`src/rtl/mem_port_arbiter_pkg.sv`:
```
// Shared types and defaults for the unified-memory port arbiter.
// State encoding is kept to 2 bits so it stays readable in waveforms.
package mem_port_arbiter_pkg;

    typedef enum logic [1:0] {
        ST_IDLE  = 2'd0,
        ST_FETCH = 2'd1,
        ST_DATA  = 2'd2
    } arb_state_t;

    localparam int DEF_ADDR_W  = 32;
    localparam int DEF_DATA_W  = 32;
    localparam int DEF_TIMEOUT = 16;

endpackage

```
`src/rtl/mem_port_arbiter_if.sv`:
```
// CPU-side (fetch + data) and memory-side signals of the arbiter.
// The arbiter uses the slave view; the pipeline/memory environment uses master.
interface mem_port_arbiter_if #(
    parameter int ADDR_W = 32,
    parameter int DATA_W = 32
);
    logic              if_req;
    logic [ADDR_W-1:0] if_addr;
    logic              if_accept;
    logic              if_flush;
    logic              if_valid;
    logic [DATA_W-1:0] if_instr;

    logic              mem_rd;
    logic              mem_wr;
    logic [ADDR_W-1:0] mem_addr;
    logic [DATA_W-1:0] mem_wdata;
    logic              mem_done;
    logic [DATA_W-1:0] mem_rdata;

    logic              pipe_stall;
    logic              bus_err;

    logic              ram_req;
    logic              ram_we;
    logic [ADDR_W-1:0] ram_addr;
    logic [DATA_W-1:0] ram_wdata;
    logic              ram_ready;
    logic [DATA_W-1:0] ram_rdata;

    modport slave (
        input  if_req, if_addr, if_accept, if_flush,
        input  mem_rd, mem_wr, mem_addr, mem_wdata,
        input  ram_ready, ram_rdata,
        output if_valid, if_instr, mem_done, mem_rdata,
        output pipe_stall, bus_err,
        output ram_req, ram_we, ram_addr, ram_wdata
    );

    modport master (
        output if_req, if_addr, if_accept, if_flush,
        output mem_rd, mem_wr, mem_addr, mem_wdata,
        output ram_ready, ram_rdata,
        input  if_valid, if_instr, mem_done, mem_rdata,
        input  pipe_stall, bus_err,
        input  ram_req, ram_we, ram_addr, ram_wdata
    );
endinterface

```
`src/rtl/mem_port_arbiter_watchdog.sv`:
```
// Bare cycle counter for an outstanding memory access; the arbiter FSM
// decides what to do when it expires.
module mem_port_arbiter_watchdog #(
    parameter int TIMEOUT = 16
) (
    input  logic clk,
    input  logic rst_n,
    input  logic clear,
    input  logic enable,
    output logic expire
);
    localparam int CNT_W = $clog2(TIMEOUT);

    logic [CNT_W-1:0] count;

    always_ff @(posedge clk or negedge rst_n) begin
        if (!rst_n) begin
            count <= '0;
        end else if (clear) begin
            count <= '0;
        end else if (enable) begin
            count <= count + 1'b1;
        end
    end

    assign expire = (count == CNT_W'(TIMEOUT - 1));

endmodule

```
`src/rtl/mem_port_arbiter.sv`:
```
// MEM-priority, non-preemptive arbiter sharing one memory port between
// instruction fetch and data access, with a one-entry fetch buffer.
module mem_port_arbiter
    import mem_port_arbiter_pkg::*;
#(
    parameter int ADDR_W  = DEF_ADDR_W,
    parameter int DATA_W  = DEF_DATA_W,
    parameter int TIMEOUT = DEF_TIMEOUT
) (
    input  logic                clk,
    input  logic                rst_n,
    mem_port_arbiter_if.slave   port
);
    arb_state_t        state, state_nx;
    logic              grant_data, grant_fetch;
    logic              busy, finish, abort, expire, fill;
    logic              req_q, we_q, discard_q, valid_q, err_q;
    logic [ADDR_W-1:0] addr_q;
    logic [DATA_W-1:0] wdata_q, instr_q;

    assign busy   = (state != ST_IDLE);
    assign finish = busy & port.ram_ready;
    assign abort  = busy & expire & ~port.ram_ready;
    assign fill   = (state == ST_FETCH) & port.ram_ready & ~discard_q & ~port.if_flush;

    mem_port_arbiter_watchdog #(.TIMEOUT(TIMEOUT)) u_watchdog (
        .clk    (clk),
        .rst_n  (rst_n),
        .clear  (grant_data | grant_fetch),
        .enable (busy),
        .expire (expire)
    );

    always_ff @(posedge clk or negedge rst_n) begin
        if (!rst_n) state <= ST_IDLE;
        else        state <= state_nx;
    end

    // Data wins ties; a fetch is granted only when the buffer will have room.
    always_comb begin
        state_nx    = state;
        grant_data  = 1'b0;
        grant_fetch = 1'b0;
        case (state)
            ST_IDLE: begin
                if (port.mem_rd | port.mem_wr) begin
                    grant_data = 1'b1;
                    state_nx   = ST_DATA;
                end else if (port.if_req & ~port.if_flush & (~valid_q | port.if_accept)) begin
                    grant_fetch = 1'b1;
                    state_nx    = ST_FETCH;
                end
            end
            ST_FETCH, ST_DATA: begin
                if (finish | abort) state_nx = ST_IDLE;
            end
            default: state_nx = ST_IDLE;
        endcase
    end

    always_ff @(posedge clk or negedge rst_n) begin
        if (!rst_n) begin
            req_q   <= 1'b0;
            we_q    <= 1'b0;
            addr_q  <= '0;
            wdata_q <= '0;
        end else begin
            req_q <= (state_nx != ST_IDLE);
            if (grant_data) begin
                we_q    <= port.mem_wr;
                addr_q  <= port.mem_addr;
                wdata_q <= port.mem_wdata;
            end else if (grant_fetch) begin
                we_q    <= 1'b0;
                addr_q  <= port.if_addr;
                wdata_q <= '0;
            end else if (state_nx == ST_IDLE) begin
                we_q <= 1'b0;
            end
        end
    end

    // A flush during a fetch marks the returning word stale until FETCH exits.
    always_ff @(posedge clk or negedge rst_n) begin
        if (!rst_n) begin
            discard_q <= 1'b0;
            valid_q   <= 1'b0;
            instr_q   <= '0;
            err_q     <= 1'b0;
        end else begin
            if (state != ST_FETCH || state_nx == ST_IDLE) discard_q <= 1'b0;
            else if (port.if_flush)                       discard_q <= 1'b1;

            if (port.if_flush) begin
                valid_q <= 1'b0;
            end else if (fill) begin
                valid_q <= 1'b1;
                instr_q <= port.ram_rdata;
            end else if (port.if_accept) begin
                valid_q <= 1'b0;
            end

            if (abort) err_q <= 1'b1;
        end
    end

    always_comb begin
        port.mem_done  = (state == ST_DATA) & (port.ram_ready | expire);
        port.mem_rdata = '0;
        if (state == ST_DATA && port.ram_ready && !we_q) port.mem_rdata = port.ram_rdata;
        port.pipe_stall = (port.mem_rd | port.mem_wr) & ~port.mem_done;
    end

    assign port.if_valid  = valid_q;
    assign port.if_instr  = instr_q;
    assign port.bus_err   = err_q;
    assign port.ram_req   = req_q;
    assign port.ram_we    = we_q;
    assign port.ram_addr  = addr_q;
    assign port.ram_wdata = wdata_q;

endmodule

```
`src/flat_wrapper.sv`:
```
// flat-port wrapper written by rule: the top's interface ports become plain ports
module mem_port_arbiter_flat import mem_port_arbiter_pkg::*;
#(
    parameter int ADDR_W  = DEF_ADDR_W,
    parameter int DATA_W  = DEF_DATA_W,
    parameter int TIMEOUT = DEF_TIMEOUT
)
  (clk, rst_n, port_if_req, port_if_addr, port_if_accept, port_if_flush, port_mem_rd, port_mem_wr, port_mem_addr, port_mem_wdata, port_ram_ready, port_ram_rdata, port_if_valid, port_if_instr, port_mem_done, port_mem_rdata, port_pipe_stall, port_bus_err, port_ram_req, port_ram_we, port_ram_addr, port_ram_wdata);
  mem_port_arbiter_if #(.ADDR_W(ADDR_W), .DATA_W(DATA_W)) port_i ();
  input  logic clk;
  input  logic rst_n;
  input wire logic [$bits(port_i.if_req)-1:0] port_if_req;
  input wire logic [$bits(port_i.if_addr)-1:0] port_if_addr;
  input wire logic [$bits(port_i.if_accept)-1:0] port_if_accept;
  input wire logic [$bits(port_i.if_flush)-1:0] port_if_flush;
  input wire logic [$bits(port_i.mem_rd)-1:0] port_mem_rd;
  input wire logic [$bits(port_i.mem_wr)-1:0] port_mem_wr;
  input wire logic [$bits(port_i.mem_addr)-1:0] port_mem_addr;
  input wire logic [$bits(port_i.mem_wdata)-1:0] port_mem_wdata;
  input wire logic [$bits(port_i.ram_ready)-1:0] port_ram_ready;
  input wire logic [$bits(port_i.ram_rdata)-1:0] port_ram_rdata;
  output wire logic [$bits(port_i.if_valid)-1:0] port_if_valid;
  output wire logic [$bits(port_i.if_instr)-1:0] port_if_instr;
  output wire logic [$bits(port_i.mem_done)-1:0] port_mem_done;
  output wire logic [$bits(port_i.mem_rdata)-1:0] port_mem_rdata;
  output wire logic [$bits(port_i.pipe_stall)-1:0] port_pipe_stall;
  output wire logic [$bits(port_i.bus_err)-1:0] port_bus_err;
  output wire logic [$bits(port_i.ram_req)-1:0] port_ram_req;
  output wire logic [$bits(port_i.ram_we)-1:0] port_ram_we;
  output wire logic [$bits(port_i.ram_addr)-1:0] port_ram_addr;
  output wire logic [$bits(port_i.ram_wdata)-1:0] port_ram_wdata;
  assign port_i.if_req = port_if_req;
  assign port_i.if_addr = port_if_addr;
  assign port_i.if_accept = port_if_accept;
  assign port_i.if_flush = port_if_flush;
  assign port_i.mem_rd = port_mem_rd;
  assign port_i.mem_wr = port_mem_wr;
  assign port_i.mem_addr = port_mem_addr;
  assign port_i.mem_wdata = port_mem_wdata;
  assign port_i.ram_ready = port_ram_ready;
  assign port_i.ram_rdata = port_ram_rdata;
  assign port_if_valid = port_i.if_valid;
  assign port_if_instr = port_i.if_instr;
  assign port_mem_done = port_i.mem_done;
  assign port_mem_rdata = port_i.mem_rdata;
  assign port_pipe_stall = port_i.pipe_stall;
  assign port_bus_err = port_i.bus_err;
  assign port_ram_req = port_i.ram_req;
  assign port_ram_we = port_i.ram_we;
  assign port_ram_addr = port_i.ram_addr;
  assign port_ram_wdata = port_i.ram_wdata;
  mem_port_arbiter #(.ADDR_W(ADDR_W), .DATA_W(DATA_W), .TIMEOUT(TIMEOUT)) u_core (.clk(clk), .rst_n(rst_n), .port(port_i));
endmodule
```
`config.mk`:
```
export PLATFORM = sky130hd
export DESIGN_NAME = mem_port_arbiter_flat
export DESIGN_NICKNAME = d
export VERILOG_FILES = /design/src/rtl/mem_port_arbiter_pkg.sv /design/src/rtl/mem_port_arbiter_if.sv /design/src/rtl/mem_port_arbiter_watchdog.sv /design/src/rtl/mem_port_arbiter.sv /design/src/flat_wrapper.sv
export SDC_FILE = /design/constraint.sdc
export NUM_CORES = 1
export LEC_CHECK = 0
export BUFFER_PORTS_ARGS = -buffer_cell sky130_fd_sc_hd__buf_2
export CORE_AREA = 2 2 106 108
export DETAILED_ROUTE_END_ITERATION = 7
export DIE_AREA = 0 0 108 110
export PLACE_DENSITY = 0.9
export RECOVER_POWER = 50
export SYNTH_ARGS = -nofsm -noshare
export SYNTH_HDL_FRONTEND = slang
export SYNTH_SLANG_ARGS = --single-unit
```
`constraint.sdc`:
```
create_clock -name clk -period 4.9 [get_ports clk]
set_clock_uncertainty 0.1 [all_clocks]
set_input_delay 0.245 -clock clk [delete_from_list [all_inputs] [get_ports clk]]
set_output_delay 0.245 -clock clk [all_outputs]
set_load 0.01 [all_outputs]
```
==> results of run 1 <==
cell type report:
type,instances,area [um^2]
fillers,942,4260
flip-flops and latches,107,2680
multi-input cells,224,1870
repair buffers,298,1500
well taps,140,175
clock buffers,10,138
clock inverters,6,47.5
inverters,4,15.0
diodes,3,7.51
layout by cell type (no fill, tap or decap), types with 2 or more instances in the layout:
| cell type | netlist | layout |
|---|---|---|
| buf_2 | 5 | 168 |
| dfrtp_1 | 107 | 107 |
| clkbuf_1 | 9 | 102 |
| mux2_2 | 58 | 58 |
| and2_1 | 34 | 34 |
| o21ai_0 | 34 | 34 |
| a22o_1 | 32 | 32 |
| dlygate4sd3_1 | 0 | 26 |
| mux2i_1 | 16 | 16 |
| clkbuf_8 | 0 | 10 |
| mux2_1 | 6 | 6 |
| ha_1 | 5 | 5 |
| inv_1 | 4 | 4 |
| nor2_1 | 5 | 4 |
| nor2b_1 | 4 | 4 |
| nand2_1 | 4 | 4 |
| diode_2 | 0 | 3 |
| nor2_2 | 1 | 2 |
| nand4_1 | 2 | 2 |
| nand3_1 | 2 | 2 |
| a211oi_1 | 2 | 2 |
| and3_1 | 2 | 2 |
| xnor2_1 | 2 | 2 |
| clkinv_4 | 0 | 2 |
| clkinv_2 | 0 | 2 |
| buf_4 | 3 | 2 |
worst max path at each step:
| stage | endpoint | startpoint | depth (start not counted) |
|---|---|---|---|
| 6_report | u_core.port.ram_addr[13] | u_core.port.if_valid | 4 |
| 5_1_grt | u_core.port.ram_wdata[9] | rst_n | 3 |
| 4_1_cts | u_core.port.ram_we | u_core.state[0] | 7 |
| 3_5_place_dp | u_core.port.ram_we | u_core.state[0] | 7 |
| 3_3_place_gp | u_core.port.ram_we | u_core.state[0] | 7 |
| 2_1_floorplan | u_core.port.ram_addr[7] | u_core.state[0] | 7 |
layer usage:
layer  up-vias  wire (um)
met5         -         16
met4         2        413
met3        31        869
met2       203       7030
met1      1967       4800
li1       1857          -
what timing repair did:
item	CTS	global route
setup endpoints to repair	0	0
hold endpoints to repair	68	2
hold buffers	24	2
registers in the layout, indices dropped and copies added (netlist names):
| name | count |
|---|---|
| u_core.port.if_instr | 32 |
| u_core.port.ram_addr | 32 |
| u_core.port.ram_wdata | 32 |
| u_core.u_watchdog.count | 4 |
| u_core.state | 2 |
| u_core.discard_q | 1 |
| u_core.port.bus_err | 1 |
| u_core.port.if_valid | 1 |
| u_core.port.ram_req | 1 |
| u_core.port.ram_we | 1 |
stage by stage:
| step | instances | power [mW] | hold slack (ns) | utilization | setup slack, ns |
|---|---|---|---|---|---|
| 2_1_floorplan | 359 | 2.43 | -0.151 | - | 2.94 |
| 3_3_place_gp | 747 | 2.96 | 0.159 | 0.572 | 2.41 |
| 3_5_place_dp | 747 | 3.04 | 0.176 | 0.572 | 2.25 |
| 4_1_cts | 787 | 3.57 | 0.000101 | 0.612 | 2.23 |
| 5_1_grt | 791 | 3.70 | 0.000515 | 0.601 | 1.19 |
| 6_report | 792 | 3.46 | 0.0186 | 0.601 | 1.59 |
logic make-up (layout without fill, tap and decap cells):
family,count (synthesis),count (layout)
muxes,80,80
xor gates and xnor gates,2,2
AOI/OAI and AO/OA,78,78
DFF,107,107
buffers and inverters,28,318
and+or+nand+nor,59,59
other,0,3
adders and majority gates,5,5
power groups by stage:
stage	Clock, mW	Sequential (mW)	Combinational (mW)
after floorplan	0	1.60	0.831
after global placement	0	1.45	1.52
after detailed placement	0	1.46	1.58
after CTS	0.525	1.45	1.60
after global routing	0.569	1.50	1.64
final	0.506	1.46	1.49
==> metrics.txt, run 1 <==
routability cong. between 0.7 and 0.8; via count approximately 4100; Die Wd ~110 um; most used routing layer met2; Clk pin slew, worst setup/hold paths roughly 0.11 ns; Crit Path Class flop to flop; Seq pwr share 0.423; WL final 13100 um; YS warnings 0; CTS tree done; count leader, synth dfrtp_1; slowest CP cell a21boi_0; vias in the first global route roughly 4100; clock network fraction of design power 0.146; CP Max Fanout 66; WP data required ~5.0 ns; Final ANT Viol Nets 0; Synth Instances between 300 and 400; normalized max-slew margin -0.586; Hold EP u_core.port.if_instr[24]; Via-to-Cell Ratio 5.13; # rows 38; Seq/Total Area, Yosys 0.568; clk root buf clkbuf_8; status finished with violations; largest family of logic cells by synthesized area multiplexers; hold path depth 2; Final TNS setup 0 ns; startpoint types flop; Worst setup EP type flop; Pins Over Slew Limit just over 100; Peak VDD IR about 230 uV; slowest cell delay on critical path around 1.3 ns; Tightest Hold Check Type primary input to flop; minimum clock period 3.31 ns; largest net degree at the start of global routing 67; number of synthesized register bits around 110; ranking of synthesized cells by area dfrtp_1, mux2_2, a22o_1, and2_1, o21ai_0; Num CTS Buffers 9; Async S/R FF share, synth 1.00; met1 Usage GRT 0.232; Pleak approximately 3.2 nW; critical-path cell list nand2b_1 > a21boi_0 > nand2b_4 > mux2_2; I/O pin cnt 270; Area growth syn-to-layout 36.5%; Simple-Gate Fraction of Synth Area 0.0759; EDFF count, synth 0; Mean Syn Cell Area about 13 um^2; Crit path buffers/inverters 0; Fmax around 0.30 GHz; syn_nets 500; grt ovf 0; number of setup violations in the final report 0; Post-route DRC 0; failing checks capacitance limit, slew limit; top cell type's share of synthesized area 0.568; post-synth cell types 37; worst slew pin tran between 2 and 2.5 ns; Adder-Cell Fraction of Synth Area 0.0133; core area around 0.011 mm^2; Wirelength per Cell between 15 and 20 um; Tcrit/Tclk final 0.676; Iteration-0 DRC Markers between 200 and 250; clock buffer depth 2; Worst Path Arrival ~3.5 ns; Chip Height about 110 um; synthesized area between 0.004 and 0.005 mm^2; post-synthesis compound-gate area fraction 0.115; IO Port Bufs around 270; Commonest cells post-synth dfrtp_1, mux2_2, and2_1, o21ai_0, a22o_1; RSZ-0062 raised after global routing false; R2R Setup Slk about 1.6 ns; post-synthesis mux area share 0.187; combinational share of power 0.431; Setup Buffers After CTS 0; Final Hold Fails 0; fraction of layout cells with a size suffix above 1 0.385; post-DP HPWL a little under 10000 um; routing usage on met2 0.397; nets 785; Switching Fraction 0.389; Int Pwr between 2 and 2.5 mW; Hold Crit Start port_ram_rdata[24]; Final Instance Area approximately 0.0064 mm^2; global-route wire length before repair ~20000 um; XOR/XNOR Fraction of Synth Area 0.00372; clock sinks approximately 110; post_cts resized 0; sw power ~1.3 mW; Starting Density 0.441; Crit path max-delay family compound AO/OA/AOI/OAI gates; Worst R2R End u_core.port.ram_addr[13]; first drt pass iteration count 4; CTS H-Tree Depth 3; GRT Util Overall 0.216; latest clock arrival within the worst-skew pair around 0.35 ns; FF-to-FF Start u_core.port.if_valid; GR Layer Usage met3 0.0517; die footprint about 0.012 mm^2; placed cell area between 0.006 and 0.007 mm^2; initial antenna violation count 4; Max Cap Viol 3; leading area contributor after synthesis dfrtp_1; Reg2Reg Depth 4; pwr dens about 540 mW/mm^2; Main synth FF type dfrtp_1
No activity file was read; power rests on OpenSTA's default activity.
==> run 2, diff against run 1 <==
Settings changed: CORE_AREA 2 2 106 108 to unset, CORE_MARGIN set to 1.5, CORE_UTILIZATION set to 40, DIE_AREA 0 0 108 110 to unset, PLACE_DENSITY 0.9 to 0.87.
Clock period 4.9 ns to 2.9 ns, I/O delays scaled along.
==> run 2 against run 1 <==
Effect of this change: the run now ends clean; via count grew 5.8%; die area rose by 4.8%; worst hold slack got worse by 0.0079 ns; global-route usage grew 1.5 points; sequential share of layout area down 3.9 points; routed wire length grew 8.2%; critical path depth up 3; setup slack got worse by 1.4 ns; combinational power up 78%; register-to-register slack worse by 1.4 ns; critical path type unchanged.
==> metrics.txt, run 2 (synthesis results as in run 1) <==
status complete, no violations; worst setup path startpoint u_core.state[0]; Worst setup EP type flop; Seq pwr share 0.399 (-0.024); CTS tree done; pre-CTS setup slack 0.442 ns (-1.80 ns); clock network fraction of design power 0.175 (+0.029); Worst Slack Setup Final 0.143 ns (-1.45 ns); FF-to-FF Start u_core.state[0]; core area 0.0115 mm^2 (+7.2%); Placed Instances 752 (+0.67%); Pleak 3.50 nW (+8.8%); Worst setup endpoint u_core.port.ram_addr[30]; IO Port Bufs 269 (unchanged); Int Pwr 3.89 mW (+84%); clk root buf clkbuf_16; Tcrit/Tclk final 0.951 (+0.275); minimum clock period 2.76 ns (-0.555 ns); initial antenna violation count 0 (-4); number of setup violations in the final report 0 (unchanged); most frequent cells in the layout buf_2, dfrtp_1, clkbuf_1, dlygate4sd3_1, mux2_2; # rows 39 (+2.6%); Final Hold Fails 0 (unchanged); Setup Buffers After CTS 0 (unchanged); largest net degree at the start of global routing 67 (unchanged); WL final 14200 um (+8.2%); via count 4296 (+5.8%); Wirelength per Cell 16.7 um (+0.66%); Final ANT Viol Nets 0 (unchanged); Fmax 0.363 GHz (+20%); most used routing layer met2; startpoint types flop; Iteration-0 DRC Markers 198 (-14%); Post-route DRC 0 (unchanged); GRT Util Overall 0.232 (+0.0153); Reg2Reg Depth 7 (+3); first drt pass iteration count 4 (unchanged); Switching Fraction 0.375 (-0.0145); Die Wd 112 um (+3.3%); hold path depth 3 (+1); Clk pin slew, worst setup/hold paths 0.07 ns (-0.04 ns); commonest non-fill, non-tap cell in the layout buf_2; met1 Usage GRT 0.253 (+0.0215); Crit Path Class flop to flop; Tightest Hold Check Type primary input to flop; Design Power 6.22 mW (+80%); nets 844 (+7.5%); WP data required 3.00 ns (-2.04 ns); routing usage on met2 0.413 (+0.0160); clock buffer depth 2 (unchanged); Via-to-Cell Ratio 5.05 (-1.5%); Area growth syn-to-layout 50.5%; die footprint 0.0124 mm^2 (+4.8%); fill cell count 921 (-2.2%); Worst R2R End u_core.port.ram_addr[30]; Starting Density 0.411 (-0.0296); Pins Over Slew Limit 0 (-100%); fraction of layout cells with a size suffix above 1 0.356 (-0.0293); combinational share of power 0.426 (-0.005); sw power 2.33 mW (+73%); normalized max-slew margin 0.238 (+0.824); post-DP HPWL 9030 um (-6.1%); diode count 0 (-3); worst slew pin tran 1.14 ns (-1.24 ns); Multi-input gate area 0.00189 mm^2 (+0.67%); vias in the first global route 4529 (+11%); grt ovf 0 (unchanged); latest clock arrival within the worst-skew pair 0.34 ns (about the same); Max Cap Viol 0 (-3); Worst Path Arrival 2.86 ns (-0.60 ns); CP Max Fanout 13 (-80%); Num CTS Buffers 9 (unchanged); pwr dens 877 mW/mm^2 (+63%); R2R Setup Slk 0.14 ns (-1.45 ns); CTS H-Tree Depth 3 (unchanged); Cell Count, Final, Fillers Out 851 (+7.4%); clock sinks 107 (unchanged); storage element area 0.00268 mm^2 (unchanged); global-route wire length before repair 22600 um (+14%); GR Layer Usage met3 0.0544 (+0.00270); Peak VDD IR 489 uV (+120%); routability cong. 0.897 (+20%); RSZ-0062 raised after global routing false; I/O pin cnt 270 (unchanged); Final TNS setup 0 ns (unchanged); Chip Height 112 um (+1.4%)
-- run 2: cell types whose count changed in the layout (fill, tap and decap cells not counted), moves of 2 or more --
cell / delta
dlygate4sd3_1: +56
clkbuf_8: -10
clkbuf_16: +9
diode_2: -3
buf_4: +2
clkbuf_1: +2
clkinv_4: -2
-- run 2: area by class of cell --
class / instances / area share
clock buffers: 13 / 0.0339
inverters: 4 / 0.00212
multi-input cells: 225 / 0.266
repair buffers: 356 / 0.293
clock inverters: 3 / 0.00212
well taps: 143 / 0.0252
flip-flops and latches: 107 / 0.377
-- run 2: through the flow --
step	hold WS, ns	utilization	area, um^2
finish	0.0107	0.619	7090
global route	0.0256	0.619	7090
CTS	0.0000644	0.630	7220
detailed placement	0.0899	0.536	6150
global placement	0.0757	0.536	6150
floorplan	-0.251	-	4710
-- run 2: timing repair --
| action | CTS | global route |
|---|---|---|
| hold buffers | 82 | 0 |
| endpoints found under the hold margin | 122 | 0 |
| gates resized for setup | 0 | 0 |
| setup endpoints to repair | 0 | 1 |
-- run 2: power by group through the flow --
stage	registers, mW	clock network, mW	logic, mW
after floorplan	2.71	0	1.40
after global placement	2.44	0	2.58
after detailed placement	2.46	0	2.68
after CTS	2.46	1.12	2.78
after global routing	2.55	1.18	2.88
final	2.48	1.09	2.65
-- run 2: worst max-delay path, cell delays in order (launching register included) --
cell	delay, ns
dfrtp_1	0.42
inv_1	0.12
ha_1	0.50
o21ai_4	0.28
buf_4	0.30
mux2i_1	0.21
dlygate4sd3_1	0.60
o21ai_0	0.08
-- run 2: worst min path at each step --
stage                          endpoint         startpoint  slack [ns]
2_1_floorplan          u_core.discard_q              rst_n       -0.25
3_3_place_gp    u_core.port.if_instr[0]              rst_n        0.08
3_5_place_dp    u_core.port.if_instr[0]              rst_n        0.09
4_1_cts        u_core.port.ram_addr[28]   port_if_addr[28]     0.00006
5_1_grt        u_core.port.ram_addr[27]  port_mem_addr[27]        0.03
6_report       u_core.port.ram_addr[28]   port_if_addr[28]        0.01
-- run 2: per-layer routing --
metal	wire [um]	up-vias
met5	0	-
met2	7370	211
met1	5290	2073
met3	910	44
met4	634	0
li1	-	1968
==> run 3, diff against run 2 <==
Settings changed: HOLD_SLACK_MARGIN set to 0.02, SYNTH_HIERARCHICAL set to 1.
==> run 3 against run 2 <==
Effect of this change: global-route usage up 1.6 points; area after synthesis down 1.1%; power up 2.9%; first-iteration DRC count up 22%; maximum frequency up 3.3%; critical path depth unchanged; count of clock-buffer cells in the layout down 3; final area up 5.5%; routed wire length up 5.5%; core utilization up 4.0 points.
==> metrics.txt, run 3 <==
fraction of layout cells with a size suffix above 1 0.301 (-0.0554); Seq pwr share 0.384 (-0.015); clock buffer depth 2 (unchanged); Max Cap Viol 0 (unchanged); storage element area 0.00268 mm^2 (unchanged); largest net degree at the start of global routing 65 (-3.0%); Setup Buffers After CTS 0 (unchanged); M1 WL 5790 um (+9.5%); combinational share of power 0.432 (+0.006); Int Pwr 3.98 mW (+2.4%); clk root buf clkbuf_16; CP Max Fanout 64 (+51); Placed Instances 769 (+2.3%); Cell Count, Final, Fillers Out 905 (+6.3%); Final Hold Fails 0 (unchanged); YS warnings 6 (+6); pre-CTS setup slack 0.839 ns (+0.397 ns); Final ANT Viol Nets 0 (unchanged); Wirelength per Cell 16.6 um (-0.76%); grt ovf 0 (unchanged); Peak VDD IR 557 uV (+14%); CTS H-Tree Depth 3 (unchanged); slowest cell delay on critical path 0.58 ns (-0.02 ns); ranking of synthesized cells by area dfrtp_1, mux2_2, mux2i_1, a22o_1, and2_1; vias in the first global route 4917 (+8.6%); number of setup violations in the final report 0 (unchanged); core area 0.0114 mm^2 (-0.85%); top routing layer in use met4; die footprint 0.0123 mm^2 (-1.1%); top cell type's share of synthesized area 0.574 (+0.00640); Final Util 0.658 (+0.0399); Worst setup EP type flop; post_cts resized 0 (unchanged); post-DP HPWL 8890 um (-1.5%); Die Wd 111 um (-0.55%); most frequent cells in the layout buf_2, dlygate4sd3_1, dfrtp_1, clkbuf_1, nand2_1; global-route wire length before repair 24300 um (+7.5%); status complete, no violations; GRT Util Overall 0.248 (+0.0161); Area growth syn-to-layout 60.6%; WL final 15000 um (+5.5%); Switching Fraction 0.378 (+0.00272); Main synth FF type dfrtp_1; fill cell count 872 (-5.3%); diode count 0 (unchanged); Post-route DRC 0 (unchanged); startpoint types flop; normalized max-slew margin 0.0989 (-0.139); Tightest Hold Check Type primary input to flop; met2 routed WL 7700 um (+4.6%); Commonest cells post-synth dfrtp_1, nand2_1, and2_1, mux2i_1; critical-path cell list inv_1 > ha_1 > o21a_4 > buf_12 > mux2i_1 > dlygate4sd3_1 > o21ai_0; initial antenna violation count 0 (unchanged); routability cong. 0.833 (-7.1%); synthesized area 0.00466 mm^2 (-1.1%); Worst Path Arrival 2.76 ns (-0.10 ns); placed cell area 0.00612 mm^2 (-0.43%); Final TNS setup 0 ns (unchanged); Hold-fix buffers, CTS 122 (+49%); Synth Instances 375 (+4.5%); latest clock arrival within the worst-skew pair 0.34 ns (about the same); IO Port Bufs 269 (unchanged); Fmax 0.375 GHz (+3.3%); sw power 2.42 mW (+3.6%); clock sinks 107 (unchanged); WP data required 2.99 ns (about the same); Clk pin slew, worst setup/hold paths 0.07 ns (about the same); worst slew pin tran 1.35 ns (+0.209 ns); commonest non-fill, non-tap cell in the layout buf_2; slowest CP cell dlygate4sd3_1; clock network fraction of design power 0.184 (+0.009); number of synthesized register bits 107 (unchanged); Seq/Total Area, Yosys 0.574 (+0.00640); nets 901 (+6.8%); Pins Over Slew Limit 0 (unchanged); Multi-input gate area 0.00183 mm^2 (-2.9%); post-synth cell types 39 (+5.4%); I/O pin cnt 270 (unchanged); pwr dens 855 mW/mm^2 (-2.5%); Iteration-0 DRC Markers 242 (+22%); CTS tree done; Starting Density 0.410 (-0.00109); Worst Slack Setup Final 0.231 ns (+0.0880 ns); Tcrit/Tclk final 0.920 (-0.0303); Mean Syn Cell Area 12.4 um^2 (-5.3%); Chip Height 111 um (-0.55%); minimum clock period 2.67 ns (-0.0880 ns); first drt pass iteration count 4 (unchanged); Pleak 3.70 nW (+5.8%); Num CTS Buffers 9 (unchanged); Via-to-Cell Ratio 4.96 (-1.7%); Crit Path Class flop to flop; Async S/R FF share, synth 1.00 (unchanged); leading area contributor after synthesis dfrtp_1; EDFF count, synth 0 (unchanged); RSZ-0062 raised after global routing false; # rows 39 (unchanged); count leader, synth dfrtp_1; final worst hold slack 0.0384 ns (+0.0277 ns); Design Power 6.40 mW (+2.9%); via count 4490 (+4.5%); WL met3 1040 um (+14%); syn_nets 517 (+3.4%); Final Instance Area 0.00749 mm^2 (+5.5%)
run 3: cell types whose count changed in the layout (fill, tap and decap cells not counted), sizes merged, moves of 2 or more:
cell | before | now
dlygate4sd3 | 82 | 122
mux2 | 64 | 33
nand2 | 4 | 34
mux2i | 16 | 33
o21ai | 37 | 33
clkbuf | 115 | 112
a21oi | 1 | 3
clkinv | 3 | 1
clkinvlp | 0 | 2
nand3 | 2 | 0
o21a | 0 | 2
run 3: cell type report:
cell class	instances	share of cell area
clock buffer	10	0.0306
clock inverter	4	0.00719
inverter	4	0.00201
multi-input combinational	240	0.245
sequential	107	0.358
tap	143	0.0239
timing repair buffer	397	0.334
run 3: final timing paths:
check                                         start                       end  slack [ns]  depth (start not counted)
setup / recovery                    u_core/state[0]  u_core/port.ram_addr[13]        0.23                          7
hold / removal                    port_mem_addr[22]  u_core/port.ram_addr[22]        0.04                          3
setup reg to reg                    u_core/state[0]  u_core/port.ram_addr[13]        0.23                          7
hold reg to reg            u_core/port.ram_addr[31]  u_core/port.ram_addr[31]        0.38                          2
max in group asynchronous                     rst_n   u_core/port.if_instr[6]        0.61                          3
min in group asynchronous                     rst_n  u_core/port.ram_wdata[2]        0.55                          2
run 3: power groups by stage:
stage	combinational, mW	sequential [mW]	clock, mW
2_1_floorplan	1.32	2.69	0
3_3_place_gp	2.50	2.42	0
3_5_place_dp	2.62	2.43	0
4_1_cts	2.85	2.43	1.22
5_1_grt	3.01	2.53	1.28
6_report	2.76	2.46	1.18
run 3: cell families after synthesis:
logic type / share of synthesized area
buffers and inverters: 0.0341
AO/OA/AOI/OAI: 0.119
multiplexers: 0.151
flip-flops: 0.574
XOR/XNOR: 0.00188
adder cells (fa/ha/maj): 0.0161
AND/OR/NAND/NOR: 0.103
run 3: routing by layer:
layer | GRT usage | vias to the layer above
met5 | 0 | -
met4 | 0.115 | 0
met3 | 0.0618 | 42
met2 | 0.445 | 220
met1 | 0.275 | 2143
li1 | - | 2085
run 3: critical path: cells and delay by family, from the launching register on:
family                   cells  cell delay [ns]
flip-flops                   1             0.43
multiplexers                 1             0.29
buffers and inverters        3             1.00
adder cells (fa/ha/maj)      1             0.32
AO/OA/AOI/OAI                2             0.30
